$ cat src/rtl/tt_pkg.sv
`default_nettype none
// ============================================================================
// Module   : tt_pkg
// Brief    : Shared types and helpers for the truth-table sweeper.
// Revision : 1.0 - initial release
// ============================================================================
package tt_pkg;

    // Sweep controller states
    typedef enum logic [1:0] {
        IDLE = 2'd0,
        RUN  = 2'd1,
        DONE = 2'd2
    } tt_state_e;

    // Largest supported input count
    localparam int unsigned TT_MAX_N_IN = 8;

    // Number of input vectors for an n-input block
    function automatic int unsigned tt_vcount(input int unsigned n);
        return 32'd1 << n;
    endfunction

endpackage : tt_pkg
`default_nettype wire

$ cat src/rtl/tt_dwell_counter.sv
`default_nettype none
// ============================================================================
// Module   : tt_dwell_counter
// Brief    : Counts the cycles a vector is held; flags the final dwell cycle
//            and wraps to zero on its own.
// Revision : 1.0 - initial release
// ============================================================================
module tt_dwell_counter
    import tt_pkg::*;
#(
    parameter int unsigned DWELL = 4
) (
    input  logic clk,
    input  logic rst,
    input  logic i_clr,
    input  logic i_en,
    output logic o_last
);

    // A one-bit counter still works for DWELL == 1: it simply sits at zero
    localparam int unsigned     c_CW   = (DWELL > 1) ? $clog2(DWELL) : 1;
    localparam logic [c_CW-1:0] c_LAST = c_CW'(DWELL - 1);
    localparam logic [c_CW-1:0] c_ONE  = c_CW'(1);

    logic [c_CW-1:0] r_count;

    // Advance while enabled, wrap after the final dwell cycle
    always_ff @(posedge clk) begin
        if (rst || i_clr) begin
            r_count <= '0;
        end else if (i_en) begin
            r_count <= (r_count == c_LAST) ? '0 : (r_count + c_ONE);
        end
    end

    assign o_last = (r_count == c_LAST);

endmodule : tt_dwell_counter
`default_nettype wire

$ cat src/rtl/truth_table_sweeper.sv
`default_nettype none
// ============================================================================
// Module   : truth_table_sweeper
// Brief    : Exhaustive truth-table tester. Walks every input vector of an
//            N_IN-input combinational block, samples its output once per
//            vector and scores it against EXP_TABLE.
// Revision : 1.0 - initial release
// ============================================================================
module truth_table_sweeper
    import tt_pkg::*;
#(
    parameter int unsigned                  N_IN      = 4,
    parameter int unsigned                  DWELL     = 4,
    parameter logic [tt_vcount(N_IN)-1:0]   EXP_TABLE = 16'h0000
) (
    input  logic                         clk,
    input  logic                         rst,
    input  logic                         start,
    input  logic                         loop,
    output logic [N_IN-1:0]              stim,
    input  logic                         dut_z,
    output logic                         busy,
    output logic                         done,
    output logic                         pass,
    output logic [N_IN:0]                err_count,
    output logic                         fail_valid,
    output logic [N_IN-1:0]              first_fail_idx,
    output logic [tt_vcount(N_IN)-1:0]   captured
);

    localparam int unsigned     c_V        = tt_vcount(N_IN);
    localparam logic [N_IN-1:0] c_LAST_IDX = '1;
    localparam logic [N_IN-1:0] c_ONE_IDX  = N_IN'(1);
    localparam logic [N_IN:0]   c_ERR_MAX  = (N_IN + 1)'(c_V);
    localparam logic [N_IN:0]   c_ONE_ERR  = (N_IN + 1)'(1);

    tt_state_e         r_state;
    logic [N_IN-1:0]   r_idx;
    logic              r_busy;
    logic              r_done;
    logic              r_pass;
    logic [N_IN:0]     r_err_count;
    logic              r_fail_valid;
    logic [N_IN-1:0]   r_first_fail_idx;
    logic [c_V-1:0]    r_captured;

    logic              w_sweep_begin;
    logic              w_dwell_last;
    logic              w_sample;
    logic              w_mismatch;

    // A fresh sweep starts either from IDLE on start or from DONE on loop
    assign w_sweep_begin = ((r_state == IDLE) && start) || ((r_state == DONE) && loop);
    assign w_sample      = (r_state == RUN) && w_dwell_last;
    // Case inequality so an unknown DUT output scores as a mismatch
    assign w_mismatch    = (dut_z !== EXP_TABLE[r_idx]);

    tt_dwell_counter #(
        .DWELL (DWELL)
    ) u_dwell (
        .clk    (clk),
        .rst    (rst),
        .i_clr  (w_sweep_begin),
        .i_en   (r_state == RUN),
        .o_last (w_dwell_last)
    );

    // Sweep controller: vector stepping, scoring and result registers
    always_ff @(posedge clk) begin
        if (rst) begin
            r_state          <= IDLE;
            r_idx            <= '0;
            r_busy           <= 1'b0;
            r_done           <= 1'b0;
            r_pass           <= 1'b0;
            r_err_count      <= '0;
            r_fail_valid     <= 1'b0;
            r_first_fail_idx <= '0;
            r_captured       <= '0;
        end else begin
            r_done <= 1'b0;
            case (r_state)
                IDLE: begin
                    // results hold until the next accepted start
                end
                RUN: begin
                    if (w_sample) begin
                        r_captured[r_idx] <= dut_z;
                        if (w_mismatch) begin
                            if (r_err_count != c_ERR_MAX) begin
                                r_err_count <= r_err_count + c_ONE_ERR;
                            end
                            if (!r_fail_valid) begin
                                r_fail_valid     <= 1'b1;
                                r_first_fail_idx <= r_idx;
                            end
                        end
                        if (r_idx == c_LAST_IDX) begin
                            r_state <= DONE;
                        end else begin
                            r_idx <= r_idx + c_ONE_IDX;
                        end
                    end
                end
                DONE: begin
                    // err_count already includes the last vector here
                    r_done <= 1'b1;
                    r_pass <= (r_err_count == '0);
                    if (!loop) begin
                        r_busy  <= 1'b0;
                        r_state <= IDLE;
                    end
                end
                default: begin
                    r_state <= IDLE;
                end
            endcase

            // Later assignments take priority over the state-specific ones
            if (w_sweep_begin) begin
                r_state          <= RUN;
                r_busy           <= 1'b1;
                r_idx            <= '0;
                r_err_count      <= '0;
                r_fail_valid     <= 1'b0;
                r_first_fail_idx <= '0;
                r_captured       <= '0;
                // On a loop restart pass keeps the verdict being pulsed out
                if (r_state == IDLE) begin
                    r_pass <= 1'b0;
                end
            end
        end
    end

    assign stim           = r_idx;
    assign busy           = r_busy;
    assign done           = r_done;
    assign pass           = r_pass;
    assign err_count      = r_err_count;
    assign fail_valid     = r_fail_valid;
    assign first_fail_idx = r_first_fail_idx;
    assign captured       = r_captured;

endmodule : truth_table_sweeper
`default_nettype wire

$ cat config.mk
export PLATFORM = sky130hd
export DESIGN_NAME = truth_table_sweeper
export DESIGN_NICKNAME = d
export VERILOG_FILES = /design/src/rtl/tt_pkg.sv /design/src/rtl/tt_dwell_counter.sv /design/src/rtl/truth_table_sweeper.sv
export SDC_FILE = /design/constraint.sdc
export NUM_CORES = 1
export LEC_CHECK = 0
export CORE_MARGIN = 2
export CORE_UTILIZATION = 40
export CTS_CLUSTER_DIAMETER = 200
export DETAILED_ROUTE_END_ITERATION = 16
export GPL_ROUTABILITY_DRIVEN = 0
export PLACE_DENSITY_LB_ADDON = 0.05
export SLEW_MARGIN = 20
export SYNTH_ARGS = -nofsm -noshare
export SYNTH_HDL_FRONTEND = slang
export SYNTH_HIERARCHICAL = 1
export SYNTH_SLANG_ARGS = --single-unit
$ cat constraint.sdc
create_clock -name clk -period 2.3 [get_ports clk]
set_clock_uncertainty 0.1 [all_clocks]
set_input_delay 0.23 -clock clk [delete_from_list [all_inputs] [get_ports clk]]
set_output_delay 0.23 -clock clk [all_outputs]
set_load 0.02 [all_outputs]
== Word-level counts from Yosys, hierarchy flattened ==
Memories as Yosys holds them, arrays and structs flattened. A register that Yosys moved wholly into a read port is not among the register bits.
Cells that the tools add are included.
Operators by class
  $add $sub $neg: 3
  magnitude comparators: 2
  equal/unequal tests: 14
  multiplexer cells: 19
  bitwise operators: 3
  reductions and logical operators: 18
Operator list (count)
  bitwise mux 16 bit: 1
  AND reduction 4 bit: 4
  2-to-1 mux 1 bit: 10
  != test 3 x 2 -> 1 bit (second input constant): 3
  2-to-1 mux 2 bit: 4
  2-to-1 mux 4 bit: 2
  != test 2 bit (second input constant): 3
  case mux 2 bit (3 select lines): 1
  AND reduction 3 bit: 2
  adder 5 x 1 -> 5 bit (second input constant): 1
  logical NOT 5 bit: 1
  < comparator 4 x 5 -> 1 bit (second input constant): 1
  != test 5 bit (second input constant): 1
  adder 4 x 1 -> 4 bit (second input constant): 1
  demux 1 bit (select 4 bit): 1
  equality test 2 bit (second input constant): 2
  equality test 4 bit (second input constant): 1
  greater-or-equal comparator 4 x 1 -> 1 bit (second input constant): 1
  logical AND 1 bit: 4
  != test 2 x 1 -> 1 bit (second input constant): 2
  AND reduction 2 bit: 2
  inverter 1 bit: 3
  adder 2 x 1 -> 2 bit (second input constant): 1
  equality test 2 x 1 -> 1 bit (second input constant): 1
  other kinds (5): 6
Storage, ports and cells
  register bits after elaboration: 37
  memory bits (read-only): 16
  bits of input ports: 5
  output and inout port bits: 33
  word-level logic and storage cells: 71
  memories: 1
Memories
  (no name shown): depth 16, width 1, rd ports 1, clocked after memory_dff 1, wr ports 0, line truth_table_sweeper.sv:56  | assign w_mismatch = (dut_z !== EXP_TABLE[r_idx]);

== Logic depth before layout (Yosys ltp) ==
  depth in word-level cells: 5
  depth in mapped cells: 6
  gate-level depth less buffers: 5

== Cells and area by module ==
The synthesis kept the hierarchy.
Modules (own cells, without submodules)
  truth_table_sweeper: instances 1, cells an instance 190, area each 1599.0 um^2, seq. area each 700.7 um^2
  tt_dwell_counter: instances 1, cells an instance 8, area each 95.1 um^2, seq. area each 40.0 um^2

== Least setup slack after synthesis ==
No wires, ideal clock.
  path kind: register to register
  start: register r_idx[0] (netlist: stim[0])
  end: register r_idx[3] (netlist: stim[3])
  library setup time: 0.070 ns
  arrival: 1.510 ns
  required time: 2.130 ns
  slack: 0.620 ns
  cell stages (with the launch flop): 5
  buffers on the path: 0
  period minus slack after synthesis: 1.680 ns
  cells stage by stage: dfxtp_1 > ha_1 > and3_1 > or4_1 > a21oi_1
Between the ends
  word-level cells in the longest chain between the ends: 3
  elaborated cells between the ends (all ways): 4
  those cells by class: add/sub: 1; eq/ne: 1; bitwise: 1; reduce/logical: 1
Ends and longest elaborated chain
  start: declaration: line truth_table_sweeper.sv:38  | logic [N_IN-1:0] r_idx;
  start signal: assignment: line truth_table_sweeper.sv:101  | r_idx <= r_idx + c_ONE_IDX;
  branches (longest 3 deep; another with adder 4 x 1 -> 4 bit)
Several ways; the timed one is not identified.
A chain may end at the register's enable or synchronous reset.

== Worst setup path in the final report ==
  start: register r_idx[2] (netlist: stim[2])
  end: output port stim[2]
RTL lines
  end: declaration: line truth_table_sweeper.sv:20  | output logic [N_IN-1:0] stim,
No word-level cell between the ends.

==> run_results.csv <==
group,metric,value,unit
clock_tree,clockRootBuffer,"clkbuf_8",
detailed_routing,ant_nets,0,
timing,relSlewSlack,51.33,%
setup_path,cp_slowest_cell,"clkdlybuf4s50_1",
synthesis,netlist.area_leader.share,43.72,%
grt,grt_max_degree,32,
synthesis,synth_commonest_cells,"dfxtp_1 (37), a21oi_1 (31), o21ai_0 (28)",
setup_path,reg2reg_slack,0.35,ns
pwr,total_leakage_power,0.7155,nW
setup_path,r2r_cells,4,
worst_hold_path,hold_start,"busy",
setup_path,path_buf_inv,1,
cells_and_area,drive_above_1_share,5.579,%
setup_path,worstSetupPathType,"flip-flop to primary output",
timing,slew_violations,0,
setup_path,cp.arrival,1.67,ns
synthesis,synthArstFlopShare,0,%
synthesis,synth_top_area_cell,"dfxtp_1",
grt,grt_pass1_wl,6.844,mm
worst_hold_path,min_path_cells,2,
worst_hold_path,hold_end,"busy",
pwr,p_per_area,525.7,mW/mm²
timing,setup_viol,0,
synthesis,yosysMostFrequentCell,"dfxtp_1",
flow_run,max-cap-violations,0,
setup_path,crit_fanout,16,
timing,period_needed,2.001,ns
placed_design,port_buffers,37,
timing,timing.final.crit_share,86.98,%
run_status,outcome,"complete, no violations",
worst_hold_path,hold_class,"flip-flop to flip-flop",
detailed_routing,drc_errors,0,
setup_path,reg2reg_to,"stim[3]",
detailed_routing,wl,4.035,mm
setup_path,critPathTopFamily,"buffers and inverters",
die,dieArea,0.004772,mm²
pwr,peakVddDrop,285.7,µV
synthesis,synth_edf_count,0,
setup_path,critPathLaunchType,"flip-flop",
timing,hold_viol,0,
grt,antenna_found_initial,0,
grt,grt.overflow.total,0,
placed_design,dpl.hpwl,2.896,mm
cells_and_area,num-fill-cells,382,
synthesis,ys_seq_area_share,43.72,%
setup_path,slowest_delay,0.72,ns
detailed_routing,first_pass_iters,4,
die,fp.dieH,69.08,µm
synthesis,synth_ff_type,"dfxtp_1",
clock_tree,cts_tree,"built",
synthesis,syn_area_per_cell,8.556,µm²
synthesis,yosysWarnings,6,
die,core-area,0.004029,mm²
clock_tree,cts.sinks,37,
cells_and_area,final_core_util,54.44,%
timing,setup_tns,0,ns
die,fp-row-count,23,
synthesis,synth_seq_cells,37,
synthesis,synth.area.top_cells,"dfxtp_1 (44%), a21oi_1 (9.2%), o21ai_0 (8.3%)",
synthesis,syn_inst,198,
clock_tree,ctsHoldBuffers,0,
detailed_routing,vias,1563,
detailed_routing,wire_per_inst,14.26,µm
detailed_routing,viasPerCell,5.523,
timing,worst_pin_slew,0.7281,ns
clock_tree,cts.htree.levels,2,
synthesis,synth_fp_nets,210,
die,start_util,42.05,%
setup_path,worst_setup_path_end_kind,"primary output",
cells_and_area,nets,245,
setup_path,path_cells,"clkdlybuf4s50_1",
clock_tree,cts_setup_buffers,0,
clock_tree,clock_path_buffers,2,
clock_tree,path_clk_slew,0.07,ns
die,io_pins,38,
synthesis,synth.distinct_cells,32,
clock_tree,clock_latency,0.28,ns
setup_path,cp.required,1.97,ns
timing,max_freq,499.9,MHz
detailed_routing,drt_iter0_drc,67,
cells_and_area,n_antenna_cell,0,
clock_tree,numCtsBuffers,5,
clock_tree,cts_resized,0,
die,die_w,69.08,µm
synthesis,synth_area,0.001694,mm²
cells_and_area,area_delta_synth_final,29.47,%
setup_path,r2r-start,"u_dwell/r_count[0]",
setup_path,worstSetupStartpoint,"stim[2]",
grt,grt_pass1_vias,1497,
timing,grt_setup_unrepaired,"false",
grt,grtUsageTotal,17.70,%
[metal layers]
metal / global-route usage, % / wire length, µm / vias to the layer above
met1: 22.35 / 1928 / 736
met3: 5.409 / 146 / 4
met2: 29.06 / 1920 / 29
li1: - / - / 794
met5: 0 / 0 / -
met4: 5.229 / 40 / 0
[flip-flops by register name, summed over array words and instances (netlist names)]
name	flops
captured	16
err_count	5
first_fail_idx	4
stim	4
r_state	2
u_dwell/r_count	2
busy	1
done	1
fail_valid	1
pass	1
[worst max-delay path by stage]
stage	end	slack, ns	cells after the start
floorplan	stim[3]	0.62	4
detailed placement	r_state[1]	0.12	4
global route	stim[3]	0.23	4
finish	stim[2]	0.30	1
global placement	r_state[1]	0.18	4
CTS	stim[2]	0.32	1
[power breakdown]
part | internal [mW] | leakage [nW] | switching, mW
sequential | 0.645 | 0.299 | 0.00777
clock | 0.238 | 0.0443 | 0.211
combinational | 0.0212 | 0.373 | 0.0310
total | 0.904 | 0.715 | 0.249
[metrics by stage]
stage                     setup slack [ns]  std cells  hold slack, ns  area, µm²  power [mW]
final                               0.2994        283          0.3712       2193       1.153
after floorplan                     0.6197        198          0.1946       1694      0.6982
after global placement              0.1838        276          0.3454       2100      0.7155
after detailed placement            0.1183        276          0.3618       2100      0.7175
after CTS                           0.3159        283          0.3715       2186       1.166
after global routing                0.2291        283          0.3992       2193       1.199
[tightest hold or removal path, stage by stage, from the launching register on]
cell	delay, ns
dfxtp_1	0.32
nand2_1	0.05
a21oi_1	0.06
[placed cells by master, fill, tap and decap left out, drive strengths merged, types with 5 or more instances in the layout]
cell           count
ha                 7
nand3             21
dfxtp             37
a21oi             31
nand4b             5
inv                7
o21ai             28
nand4              6
nand2b             5
clkdlybuf4s50     37
clkbuf             7
nor2               6
[kinds of logic after synthesis]
group                    synth area share, %
AO/OA/AOI/OAI                          20.01
adder cells (fa/ha/maj)                5.170
buffers and inverters                  4.284
flip-flops                             43.72
multiplexers                           1.182
AND/OR/NAND/NOR                        25.63
[area by class of cell]
cell class                      instances  area (µm²)  area share [%]
Timing Repair Buffer                   39       385.4           17.57
Clock buffer                            7       86.33           3.936
Multi-Input combinational cell        143       892.1           40.67
Tap cell                               50       62.56           2.852
Inverter                                7       26.28           1.198
Sequential cell                        37       740.7           33.77
Note: power is estimated with default switching activity, not from simulation.
